`src/rtl/spi_rom_rx.sv`:
```
// ============================================================================
//  Module   : spi_rom_rx
//  Purpose  : SPI-fed ROM download receiver driving an ioctl byte-write port.
//  Revision : 1.0
// ============================================================================
`default_nettype none

module spi_rom_rx #(
    parameter int AW = 22
) (
    input  logic          clk,
    input  logic          rst,
    input  logic          SPI_SCK,
    input  logic          SPI_DI,
    input  logic          SPI_SS2,
    output logic          ioctl_download,
    output logic [7:0]    ioctl_index,
    output logic [AW-1:0] ioctl_addr,
    output logic [7:0]    ioctl_dout,
    output logic          ioctl_wr
);

    localparam logic [7:0] c_FILE_TX     = 8'h53;
    localparam logic [7:0] c_FILE_TX_DAT = 8'h54;
    localparam logic [7:0] c_FILE_INDEX  = 8'h55;

    typedef enum logic [2:0] {
        ST_CMD     = 3'd0,
        ST_TX_ARG  = 3'd1,
        ST_DAT     = 3'd2,
        ST_IDX_ARG = 3'd3,
        ST_IGNORE  = 3'd4
    } state_t;

    logic          r_sck_s1, r_sck_s2, r_sck_d;
    logic          r_di_s1, r_di_s2, r_di_d;
    logic          r_ss_s1, r_ss_s2;
    logic          r_rise;
    logic [1:0]    r_flush;
    logic          r_armed;
    logic [2:0]    r_bitcnt;
    logic [7:0]    r_shift;
    logic          r_byte_vld;
    logic [7:0]    r_byte;
    state_t        r_state;
    logic          r_download;
    logic [7:0]    r_index;
    logic [AW-1:0] r_addr;
    logic [7:0]    r_dout;
    logic          r_wr;

    // Input synchronisers plus a registered SCK rise detector
    always_ff @(posedge clk) begin
        if (rst) begin
            r_sck_s1 <= 1'b0;
            r_sck_s2 <= 1'b0;
            r_sck_d  <= 1'b0;
            r_di_s1  <= 1'b0;
            r_di_s2  <= 1'b0;
            r_di_d   <= 1'b0;
            r_ss_s1  <= 1'b1;
            r_ss_s2  <= 1'b1;
            r_rise   <= 1'b0;
        end else begin
            r_sck_s1 <= SPI_SCK;
            r_sck_s2 <= r_sck_s1;
            r_sck_d  <= r_sck_s2;
            r_di_s1  <= SPI_DI;
            r_di_s2  <= r_di_s1;
            r_di_d   <= r_di_s2;
            r_ss_s1  <= SPI_SS2;
            r_ss_s2  <= r_ss_s1;
            r_rise   <= r_sck_s2 & ~r_sck_d;
        end
    end

    // After reset the synchroniser still holds its idle value for two edges;
    // r_flush keeps that stale "SS2 high" from arming the receiver.
    always_ff @(posedge clk) begin
        if (rst) begin
            r_flush    <= 2'b11;
            r_armed    <= 1'b0;
            r_bitcnt   <= 3'd0;
            r_shift    <= 8'h00;
            r_byte_vld <= 1'b0;
            r_byte     <= 8'h00;
        end else begin
            r_flush    <= {r_flush[0], 1'b0};
            r_byte_vld <= 1'b0;
            if (r_ss_s2) begin
                r_bitcnt <= 3'd0;
                if (r_flush == 2'b00) begin
                    r_armed <= 1'b1;
                end
            end else if (r_rise && r_armed) begin
                r_shift  <= {r_shift[6:0], r_di_d};
                r_bitcnt <= r_bitcnt + 3'd1;
                if (r_bitcnt == 3'd7) begin
                    r_byte_vld <= 1'b1;
                    r_byte     <= {r_shift[6:0], r_di_d};
                end
            end
        end
    end

    // Frame decoder; address advances on the clk after each write pulse
    always_ff @(posedge clk) begin
        if (rst) begin
            r_state    <= ST_CMD;
            r_download <= 1'b0;
            r_index    <= 8'h00;
            r_addr     <= '0;
            r_dout     <= 8'h00;
            r_wr       <= 1'b0;
        end else begin
            r_wr <= 1'b0;
            if (r_wr) begin
                r_addr <= r_addr + {{(AW-1){1'b0}}, 1'b1};
            end
            if (r_ss_s2) begin
                r_state <= ST_CMD;
            end else if (r_byte_vld) begin
                case (r_state)
                    ST_CMD: begin
                        if (r_byte == c_FILE_TX)          r_state <= ST_TX_ARG;
                        else if (r_byte == c_FILE_TX_DAT) r_state <= ST_DAT;
                        else if (r_byte == c_FILE_INDEX)  r_state <= ST_IDX_ARG;
                        else                              r_state <= ST_IGNORE;
                    end
                    ST_TX_ARG: begin
                        if (r_byte != 8'h00) begin
                            r_download <= 1'b1;
                            r_addr     <= '0;
                        end else begin
                            r_download <= 1'b0;
                        end
                        r_state <= ST_IGNORE;
                    end
                    ST_IDX_ARG: begin
                        r_index <= r_byte;
                        r_state <= ST_IGNORE;
                    end
                    ST_DAT: begin
                        if (r_download) begin
                            r_dout <= r_byte;
                            r_wr   <= 1'b1;
                        end
                    end
                    default: r_state <= ST_IGNORE;
                endcase
            end
        end
    end

    assign ioctl_download = r_download;
    assign ioctl_index    = r_index;
    assign ioctl_addr     = r_addr;
    assign ioctl_dout     = r_dout;
    assign ioctl_wr       = r_wr;

endmodule

`default_nettype wire
```
`config.mk`:
```
export PLATFORM = sky130hd
export DESIGN_NAME = spi_rom_rx
export DESIGN_NICKNAME = d
export VERILOG_FILES = /design/src/rtl/spi_rom_rx.sv
export SDC_FILE = /design/constraint.sdc
export NUM_CORES = 1
export LEC_CHECK = 0
export ABC_AREA = 1
export BUFFER_PORTS_ARGS = -buffer_cell sky130_fd_sc_hd__buf_2
export CAP_MARGIN = 20
export CORE_MARGIN = 4
export CORE_UTILIZATION = 31
export CTS_CLUSTER_SIZE = 20
export DETAILED_ROUTE_END_ITERATION = 16
export GPL_ROUTABILITY_DRIVEN = 0
export RECOVER_POWER = 25
export SLEW_MARGIN = 20
export SYNTH_ARGS = -nofsm -noshare
export SYNTH_HDL_FRONTEND = slang
export SYNTH_SLANG_ARGS = --single-unit
```
`constraint.sdc`:
```
create_clock -name clk -period 1.5 [get_ports clk]
set_input_delay 0.225 -clock clk [delete_from_list [all_inputs] [get_ports clk]]
set_output_delay 0.225 -clock clk [all_outputs]
set_load 0.01 [all_outputs]
```
======== Word level (Yosys, flattened, before mapping) ========
Cells that the tools add are included.
storage, ports and cells
  bits in registers ....................... 74
  bits in latches ......................... 0
  bits in writable memories ............... 0
  ROM bits ................................ 0
  bits of input ports ..................... 5
  output and inout port bits .............. 40
  memories ................................ 0
cells by class
  add/subtract/negate cells ............... 2
  multiply operators ...................... 0
  divide/modulo/power cells ............... 0
  magnitude comparators ................... 0
  eq/ne operators ......................... 7
  shifts and indexed selects .............. 0
  multiplexer cells ....................... 13
  bitwise operators ....................... 6
  reductions and logical operators ........ 14
operators with widths
  kind                                           count
  2-to-1 mux 22 bit                              5
  == test 8 x 7 -> 1 bit, second input constant  3
  adder 22 x 1 -> 22 bit, second input constant  1
  2-to-1 mux 3 bit                               3
  AND reduction 3 bit                            3
  nonzero test 8 bit                             1
  == test 3 x 2 -> 1 bit, second input constant  2
  case mux 3 bit (2 select lines)                1
  AND reduction 2 bit                            3
  inverter 1 bit                                 5
  2-to-1 mux 1 bit                               4
  AND reduction 4 bit                            1
  OR reduction 4 bit                             1
  adder 3 x 1 -> 3 bit, second input constant    1
  == test 3 x 1 -> 1 bit, second input constant  1
  == test 3 bit, second input constant           1
  logical NOT 3 bit                              1
  OR reduction 3 bit                             1
  logical NOT 2 bit                              1
  OR reduction 2 bit                             1
  bitwise AND 1 bit                              1
  logical AND 1 bit                              1

======== Logic depth before layout (Yosys ltp) ========
Gate-level depths: netlist (run 1).
  word-level depth ........................ 6
  depth in mapped cells ................... 8

======== Worst setup path after synthesis (run 1) ========
Ideal clock, no wire load.
  path kind ............................... register to register
  start point ............................. reg r_addr[0] (netlist: ioctl_addr[0])
  end point ............................... reg r_addr[20] (netlist: ioctl_addr[20])
  setup time .............................. 113 ps
  data arrival time ....................... 1301 ps
  setup slack ............................. 87 ps
  stages on the path, launching flop included .. 9
  cells stage by stage .................... dfxtp_1 > ha_1 > nand3_1 > nor2_1 > nand3_1 > nor2_1 > nand2_1 > nand2_1 > nor2_1
on the way
  cells in the longest elaborated chain, start to end .. 6
RTL lines
  item                        line  source
  start, declared             48    logic [AW-1:0] r_addr;
  start signal, assigned      118   r_addr <= r_addr + {{(AW-1){1'b0}}, 1'b1};
  adder 22 x 1 -> 22 bit (*)  118
  2-to-1 mux 22 bit (*)       117   if (r_wr) begin
  2-to-1 mux 22 bit           131   if (r_byte != 8'h00) begin
  2-to-1 mux 22 bit           123   case (r_state)
  2-to-1 mux 22 bit           122   end else if (r_byte_vld) begin
  2-to-1 mux 22 bit (*)       120   if (r_ss_s2) begin
Every way passes the cells marked *; elsewhere a longest branch is shown, timed or not.
A chain may end at the register's enable or synchronous reset.

======== Worst setup path in the final report (run 1) ========
  start point ............................. reg r_addr[1] (netlist: ioctl_addr[1])
  end point ............................... reg r_addr[20] (netlist: ioctl_addr[20])
Same word-level chain as after synthesis.

==> reports/results.tsv, run 1 <==
metric	value	unit
status	finished, final reports clean	
dr_wl_met3	279	um
fin_cells	572	
grt_pass1_vias	2396	
final_hold_viol_count	0	
hold_class	in2reg	
first_iter_violations	73	
synth.most_common_cell	dfxtp_1	
wl_met2	2880	um
clock_insertion_delay_worst_skew	0.35	ns
chipHeight	105	um
worst-path-stages	8	
crit_path_start	ioctl_addr[1]	
rows	35	
p_leak	1.50	nW
antenna_found_initial	0	
yosys.area.top_type	dfxtp_1	
seq_area_frac_synth	0.504	
ys_top_cells_by_area	dfxtp_1, nor2_1, nand2_1	
cts.clk_slew.worst_paths	0.09	ns
arrival	1.62	ns
wl_met1	2990	um
coreArea	9240	sq um
setup_viol	0	
seq_power_share	0.508	
clock-sinks	74	
endpoint	ioctl_addr[20]	
timing.rr.end	ioctl_addr[20]	
worstMarginPinSlew	0.319	ns
worst_r2r_path_depth	8	
multi_input_area	1270	sq um
ios	45	
startpoint_type	flop	
rsz0062_at_grt	yes	
postLayoutCellArea	3610	sq um
period_share	0.917	
vias	2550	
swShare	0.203	
cts_tree	done	
hpwlAfterDp	4610	um
post_dp_cell_area	3340	sq um
crit_chain	ha_1, nand3_2, nor2_2, nand3_1, nor2_1, nand2_1, nand2_1, nor2_1	
slew_violations	0	
numCtsBuffers	9	
cp_max_fo	4	
synth-edff-count	0	
dieArea	11100	sq um
drc_errors	0	
cts.path.max_buffers	2	
maxCapViolations	0	
skew	0.0121	ns
power_frac_comb	0.018	
internal-power	0.00311	W
ys_ff_latch	74	
endpoint_kind	flop	
routed_via_density	4.46	
p_clk_frac	0.474	
seq_area	1480	sq um
period_minus_slack	1.38	ns
r2r_start	ioctl_addr[1]	
h-tree-depth	3	
dp.cells	553	
hold_buffers	0	
antenna_cells	0	
synth_nets	387	
yosys-top-cells-count	dfxtp_1, nor2_1, nand2_1, inv_1, a21oi_1	
netlist_area	2940	sq um
async_flop_share	0	
wl	6300	um
p_per_area	1080	nW/um^2
slowest_delay	0.36	ns
grt_max_degree	21	
track_usage	0.118	
yosys.area.top_type_share	0.504	
ir_worst_vdd	0.377	mV
port_buffers	44	
cp_slowest_cell	dfxtp_2	
fmax	727	MHz
highest-signal-layer	met4	
area_growth	22.8	%
drive_gt1_frac	0.201	
ant_nets	0	
initial_core_util	0.318	
dr.pass1.iters	4	
grt_pass1_wl	10700	um
required	1.74	ns
path_delay_family	simple AND/OR/NAND/NOR gates	
synth_warnings	0	
grt-ovfl-total	0	
synthCells	379	
synth_area_per_cell	7.75	sq um
root_buffer	clkbuf_8	
r2r_slack	0.12	ns
die_x	105	um
slew_headroom	0.787	
cp_num_buf_inv	0	
fillers	962	
routedWlPerCell	11.0	um
synthFlopType	dfxtp_1	
power_switching	0.000793	W
ys_types	27	
fin_nets	446	
crit_type	reg2reg	
-- per-stage QoR --
step | setup WS, ns | utilization | setup TNS [ns] | total power (W) | hold slack [ns]
after floorplan | 0.0866 | - | 0 | 0.00207 | 0.253
after global placement | 0.0607 | 0.362 | 0 | 0.00210 | 0.376
after detailed placement | 0.0122 | 0.362 | 0 | 0.00210 | 0.383
after CTS | 0.0638 | 0.388 | 0 | 0.00394 | 0.0499
after global routing | -0.00152 | 0.391 | -0.00227 | 0.00406 | 0.0548
final | 0.125 | 0.391 | 0 | 0.00390 | 0.0688
-- final cells by class --
cell class	count	share of cell area
Clock buffer	9	0.0343
Inverter	43	0.0454
Multi-Input combinational cell	254	0.351
Timing Repair Buffer	56	0.0808
Clock inverter	7	0.0326
Sequential cell	74	0.411
Tap cell	129	0.0447
-- sequential cells by signal, indices dropped and copies added (netlist names), 2 cells and up --
name,cells
r_bitcnt,3
ioctl_index,8
r_shift,7
r_byte,8
r_flush,2
r_state,3
ioctl_dout,8
ioctl_addr,22
-- worst min-delay path by stage --
stage	slack, ns	cells after the start	end	start
after floorplan	0.25	0	r_flush[0]	rst
after CTS	0.05	2	r_ss_s1	SPI_SS2
after global routing	0.05	2	r_ss_s1	SPI_SS2
after detailed placement	0.38	1	r_rise	r_sck_d
after global placement	0.38	1	r_rise	r_sck_d
final	0.07	2	r_ss_s1	SPI_SS2
-- layer usage --
metal,track usage,vias up
li1,-,1345
met1,0.144,1136
met2,0.191,55
met3,0.0306,14
met4,0.0656,0
met5,0,-
-- layout by cell type, fill, tap and decap left out --
master	instances
a211oi_1	1
a21oi_1	35
a21oi_2	1
buf_2	32
buf_4	11
bufinv_16	3
clkbuf_1	13
clkbuf_8	9
clkinv_2	2
clkinv_4	2
dfxtp_1	73
dfxtp_2	1
ha_1	3
inv_1	40
inv_2	2
inv_4	1
mux2i_1	1
nand2_1	55
nand3_1	23
nand3_2	2
nand4_1	6
nand4_2	1
nor2_1	56
nor2_2	13
nor2_4	4
nor3_1	5
o21ai_0	34
o21bai_1	2
or2_0	1
or2_2	5
xor2_1	6
-- repair_timing --
item | CTS | global route
buffers inserted | 0 | 3
gates resized for setup | 1 | 7
pin swaps | 0 | 2
setup endpoints to repair | 2 | 16
-- worst reg2reg max path: stages, from the launching register on --
cell,delay (ns)
dfxtp_2,0.36
ha_1,0.18
nand3_2,0.13
nor2_2,0.18
nand3_1,0.12
nor2_1,0.15
nand2_1,0.06
nand2_1,0.06
nor2_1,0.03
-- power by group through the flow --
| stage | sequential [W] | combinational, W | clock [W] |
|---|---|---|---|
| 2_1_floorplan | 0.00203 | 0.0000461 | 0 |
| 3_3_place_gp | 0.00203 | 0.0000664 | 0 |
| 3_5_place_dp | 0.00203 | 0.0000663 | 0 |
| 4_1_cts | 0.00198 | 0.0000665 | 0.00189 |
| 5_1_grt | 0.00198 | 0.0000806 | 0.00199 |
| 6_report | 0.00198 | 0.0000698 | 0.00185 |
-- cell families (layout without fill, tap and decap cells) --
| kind of cell | after synthesis | after routing | synth area share |
|---|---|---|---|
| compound gates | 73 | 73 | 0.128 |
| xor+xnor | 6 | 6 | 0.0179 |
| fa+ha+maj | 3 | 3 | 0.0128 |
| buf+inv | 51 | 115 | 0.0715 |
| flops | 74 | 74 | 0.504 |
| mux | 1 | 1 | 0.00341 |
| simple gates | 171 | 171 | 0.262 |
(Power assumes the default switching activity.)
==> inputs of run 2 (changes only) <==
--- a/config.mk
+++ b/config.mk
@@ -9,10 +9,11 @@
 export BUFFER_PORTS_ARGS = -buffer_cell sky130_fd_sc_hd__buf_2
 export CAP_MARGIN = 20
 export CORE_MARGIN = 4
-export CORE_UTILIZATION = 31
+export CORE_UTILIZATION = 56
 export CTS_CLUSTER_SIZE = 20
 export DETAILED_ROUTE_END_ITERATION = 16
 export GPL_ROUTABILITY_DRIVEN = 0
+export PLACE_DENSITY = 0.79
 export RECOVER_POWER = 25
 export SLEW_MARGIN = 20
 export SYNTH_ARGS = -nofsm -noshare
==> constraint.sdc (replaced) <==
create_clock -name clk -period 1.35 [get_ports clk]
set_input_delay 0.2025 -clock clk [delete_from_list [all_inputs] [get_ports clk]]
set_output_delay 0.2025 -clock clk [all_outputs]
set_load 0.01 [all_outputs]
==> reports/results.tsv, run 2 (synthesis results as in run 1) <==
metric	value	unit
root_buffer	clkbuf_8	
fin_cells	529	
coreArea	5110	sq um
first_iter_violations	205	
setup_viol	0	
vias	2747	
period_share	0.992	
die_x	80.4	um
drive_gt1_frac	0.257	
grt_pass1_wl	10700	um
p_leak	1.57	nW
h-tree-depth	3	
drc_errors	0	
p_total	0.00394	W
worst_r2r_path_depth	8	
crit_type	reg2reg	
chipHeight	80.4	um
track_usage	0.215	
port_buffers	44	
hold_depth	2	
slew_headroom	0.720	
arrival	1.60	ns
tns	0	ns
post-place-ws	-0.0512	ns
p_per_area	1060	nW/um^2
slew_violations	0	
wl	6870	um
cts.path.max_buffers	2	
ant_nets	0	
ir_worst_vdd	0.894	mV
largest_reg_flops	22	
cts_tree	done	
rows	26	
grt_pass1_vias	2420	
required	1.61	ns
slowest_delay	0.37	ns
period_minus_slack	1.34	ns
routedWlPerCell	13.0	um
hold-path-endpoint	r_ss_s1	
final_hold_viol_count	0	
crit_chain	nand2_1, buf_4, nor2_4, nand3_2, nor2_2, nand2_1, nand2_1, nor2_1	
setup_slack	0.0110	ns
r2r_slack	0.01	ns
clock-sinks	74	
final_common_cell	dfxtp_1	
r2r_start	ioctl_addr[5]	
dp.cells	504	
dr.pass1.iters	4	
grt-ovfl-total	0	
hold_class	in2reg	
skew	0.0111	ns
cp_num_buf_inv	1	
grt_max_degree	25	
path_delay_family	simple AND/OR/NAND/NOR gates	
worstMarginPinSlew	0.420	ns
antenna_cells	0	
timing.critical_path.mode_cell	nand2_1	
seq_area	1490	sq um
area_growth	26.4	%
ios	45	
initial_core_util	0.575	
numCtsBuffers	9	
rsz0062_at_grt	yes	
timing.rr.end	ioctl_addr[20]	
maxCapViolations	0	
fin_nets	463	
cp_max_fo	5	
cts.clk_slew.worst_paths	0.08	ns
status	finished, final reports clean	
hpwlAfterDp	4680	um
clock_insertion_delay_worst_skew	0.36	ns
cp_slowest_cell	dfxtp_1	
mostFrequentLayoutCells	dfxtp_1, nand2_1, nor2_1, inv_1, a21oi_1	
endpoint_kind	flop	
multi_input_area	1340	sq um
dieArea	6470	sq um
fmax	747	MHz
fillers	395	
worstHoldStart	SPI_SS2	
routed_via_density	5.19	
startpoint_type	flop	
antenna_found_initial	0	
[run 2: cell count changes in the layout (fill, tap and decap cells not counted), moves of 2 or more]
cell	previous run	this run
dfxtp_2	1	6
bufinv_16	3	1
inv_2	2	0
nor2_4	4	8
nor2_1	56	51
buf_4	11	24
nand2_1	55	52
nand3_4	0	2
buf_12	0	2
nand2_2	0	3
clkbuf_1	13	15
clkinv_4	2	0
dfxtp_1	73	68
[run 2: where the power goes]
part	switching [W]	internal (W)
combinational	0.0000511	0.0000348
sequential	0.00000664	0.00220
clock	0.000757	0.000889
total	0.000815	0.00312
[run 2: how the worst max path moves through the flow]
| stage | start | to | slack [ns] | depth (start not counted) |
|---|---|---|---|---|
| floorplan | ioctl_addr[0] | ioctl_addr[20] | 0.04 | 8 |
| CTS | r_byte_vld | ioctl_dout[7] | 0.007 | 6 |
| detailed placement | ioctl_addr[0] | ioctl_addr[20] | -0.05 | 8 |
| global route | ioctl_addr[5] | ioctl_addr[20] | -0.08 | 8 |
| global placement | ioctl_addr[0] | ioctl_addr[20] | 0.03 | 8 |
| finish | ioctl_addr[5] | ioctl_addr[20] | 0.01 | 8 |
[run 2: what timing repair did]
action	in CTS	in global routing
hold endpoints to repair	0	0
resized for setup	4	27
setup endpoints to repair	10	40
gates cloned	0	1
pin swaps	1	6
setup buffers	0	9
hold buffers	0	0
[run 2: metal layers]
metal,wire length [um],GRT usage
met5,0,0
met3,397,0.0471
met2,3330,0.342
met4,189,0.123
met1,2950,0.268
[run 2: layout make-up]
type	instances	area share
flip-flops and latches	74	0.401
multi-input cells	254	0.361
repair buffers	72	0.117
inverters	43	0.0461
clock buffers	12	0.0391
well taps	70	0.0236
clock inverters	3	0.0108
repair inverters	1	0.00202
[run 2: through the flow]
| step | area [sq um] | hold slack [ns] | util |
|---|---|---|---|
| after floorplan | 2940 | 0.230 | - |
| after global placement | 3370 | 0.381 | 0.660 |
| after detailed placement | 3370 | 0.387 | 0.660 |
| after CTS | 3570 | 0.0195 | 0.699 |
| after global routing | 3710 | 0.0201 | 0.727 |
| final | 3710 | 0.0319 | 0.727 |
==> inputs of run 3 (changes only) <==
==> constraint.sdc (replaced) <==
create_clock -name clk -period 1.35 [get_ports clk]
set_input_delay 0.0675 -clock clk [delete_from_list [all_inputs] [get_ports clk]]
set_output_delay 0.0675 -clock clk [all_outputs]
set_load 0.01 [all_outputs]
==> reports/results.tsv, run 3 (synthesis results as in run 1) <==
metric	value	unit
postLayoutCellArea	3730	sq um
ir_worst_vdd	0.995	mV
fin_nets	462	
port_buffers	44	
rsz0062_at_grt	yes	
clock_insertion_delay_worst_skew	0.35	ns
fillers	409	
cp_max_fo	5	
crit_chain	nor2_1, nand3_1, nor2_2, nor2_4, nor2_4, buf_12, nand2_1, nor2_1	
wl	6490	um
grt_max_degree	24	
numCtsBuffers	9	
maxCapViolations	0	
largest_reg_flops	22	
rows	26	
dp.cells	503	
drc_errors	0	
grt_pass1_vias	2438	
post-place-ws	-0.0124	ns
crit_type	reg2reg	
p_per_area	1030	nW/um^2
routed_via_density	5.12	
h-tree-depth	3	
path_delay_family	simple AND/OR/NAND/NOR gates	
required	1.63	ns
skew	0.00975	ns
antenna_found_initial	0	
post_dp_cell_area	3370	sq um
vias	2709	
arrival	1.57	ns
worstMarginPinSlew	0.319	ns
slew_headroom	0.787	
setup_viol	0	
chipHeight	80.4	um
cts.path.max_buffers	2	
endpoint_kind	flop	
period_share	0.958	
initial_core_util	0.575	
coreArea	5110	sq um
startpoint_type	flop	
antenna_cells	0	
slowest_delay	0.32	ns
ios	45	
p_leak	1.55	nW
cts_tree	done	
final_common_cell	dfxtp_1	
routedWlPerCell	12.3	um
root_buffer	clkbuf_8	
area_growth	27.0	%
period_minus_slack	1.29	ns
fmax	773	MHz
grt-ovfl-total	0	
cp_num_buf_inv	1	
status	finished, final reports clean	
setup_slack	0.0562	ns
final_hold_viol_count	0	
first_iter_violations	183	
hold_class	reg2reg	
track_usage	0.212	
fin_cells	529	
cp_slowest_cell	dfxtp_2	
hpwlAfterDp	4520	um
mostFrequentLayoutCells	dfxtp_1, nand2_1, nor2_1, inv_1, a21oi_1	
slew_violations	0	
clock-sinks	74	
ant_nets	0	
dr.pass1.iters	5	
drive_gt1_frac	0.259	
holdWs	0.398	ns
dieArea	6470	sq um
grt_pass1_wl	10700	um
die_x	80.4	um
cts.clk_slew.worst_paths	0.07	ns
## run 3: cell count changes in the layout (fill, tap and decap cells not counted), moves of 2 or more
cell / delta
nor2_4: +3
inv_2: +2
dlygate4sd3_1: +5
dfxtp_2: +3
clkinv_2: +2
buf_2: -5
nor2_2: -2
dfxtp_1: -3
buf_4: -3
## run 3: what timing repair did
action | CTS | global route
resized for setup | 1 | 39
endpoints found under the hold margin | 5 | 0
hold buffers | 5 | 0
buffers inserted | 0 | 5
pin swaps | 0 | 10
setup endpoints to repair | 3 | 42
## run 3: layout make-up
| cell class | instances | area [sq um] | share of cell area |
|---|---|---|---|
| Clock inverter | 5 | 28.8 | 0.00771 |
| Inverter | 43 | 169 | 0.0453 |
| Sequential cell | 74 | 1490 | 0.400 |
| Tap cell | 70 | 87.6 | 0.0235 |
| Clock buffer | 11 | 151 | 0.0406 |
| Timing Repair Buffer | 72 | 448 | 0.120 |
| Multi-Input combinational cell | 254 | 1360 | 0.363 |
## run 3: worst min-delay path, delay by kind of cell, from the launching register on
family / cells / cell delay [ns]
buffers and inverters: 1 / 0.04
AND/OR/NAND/NOR: 1 / 0.03
flip-flops: 1 / 0.30
## run 3: metal layers
layer	up-vias	wire, um	GRT usage
met5	-	0	0
met4	0	133	0.118
met3	15	339	0.0482
met2	79	3100	0.344
met1	1239	2930	0.257
li1	1376	-	-
## run 3: per-stage QoR
stage,total power (W),util,setup TNS (ns)
final,0.00385,0.731,0
after detailed placement,0.00234,0.659,-0.0142
after global placement,0.00234,0.659,0
after floorplan,0.00230,-,0
after CTS,0.00388,0.705,0
after global routing,0.00402,0.731,-0.283
## run 3: worst paths after layout
check / start / endpoint / slack [ns] / cells after the start
max: r_byte[0] / ioctl_addr[19] / 0.06 / 8
min: r_di_s2 / r_di_d / 0.40 / 2
max reg2reg: r_byte[0] / ioctl_addr[19] / 0.06 / 8
min reg2reg: r_di_s2 / r_di_d / 0.40 / 2
## run 3: where the power goes
part	total, W	switching [W]	internal [W]
logic	0.000100	0.0000536	0.0000468
registers	0.00220	0.00000633	0.00220
clock network	0.00155	0.000792	0.000757
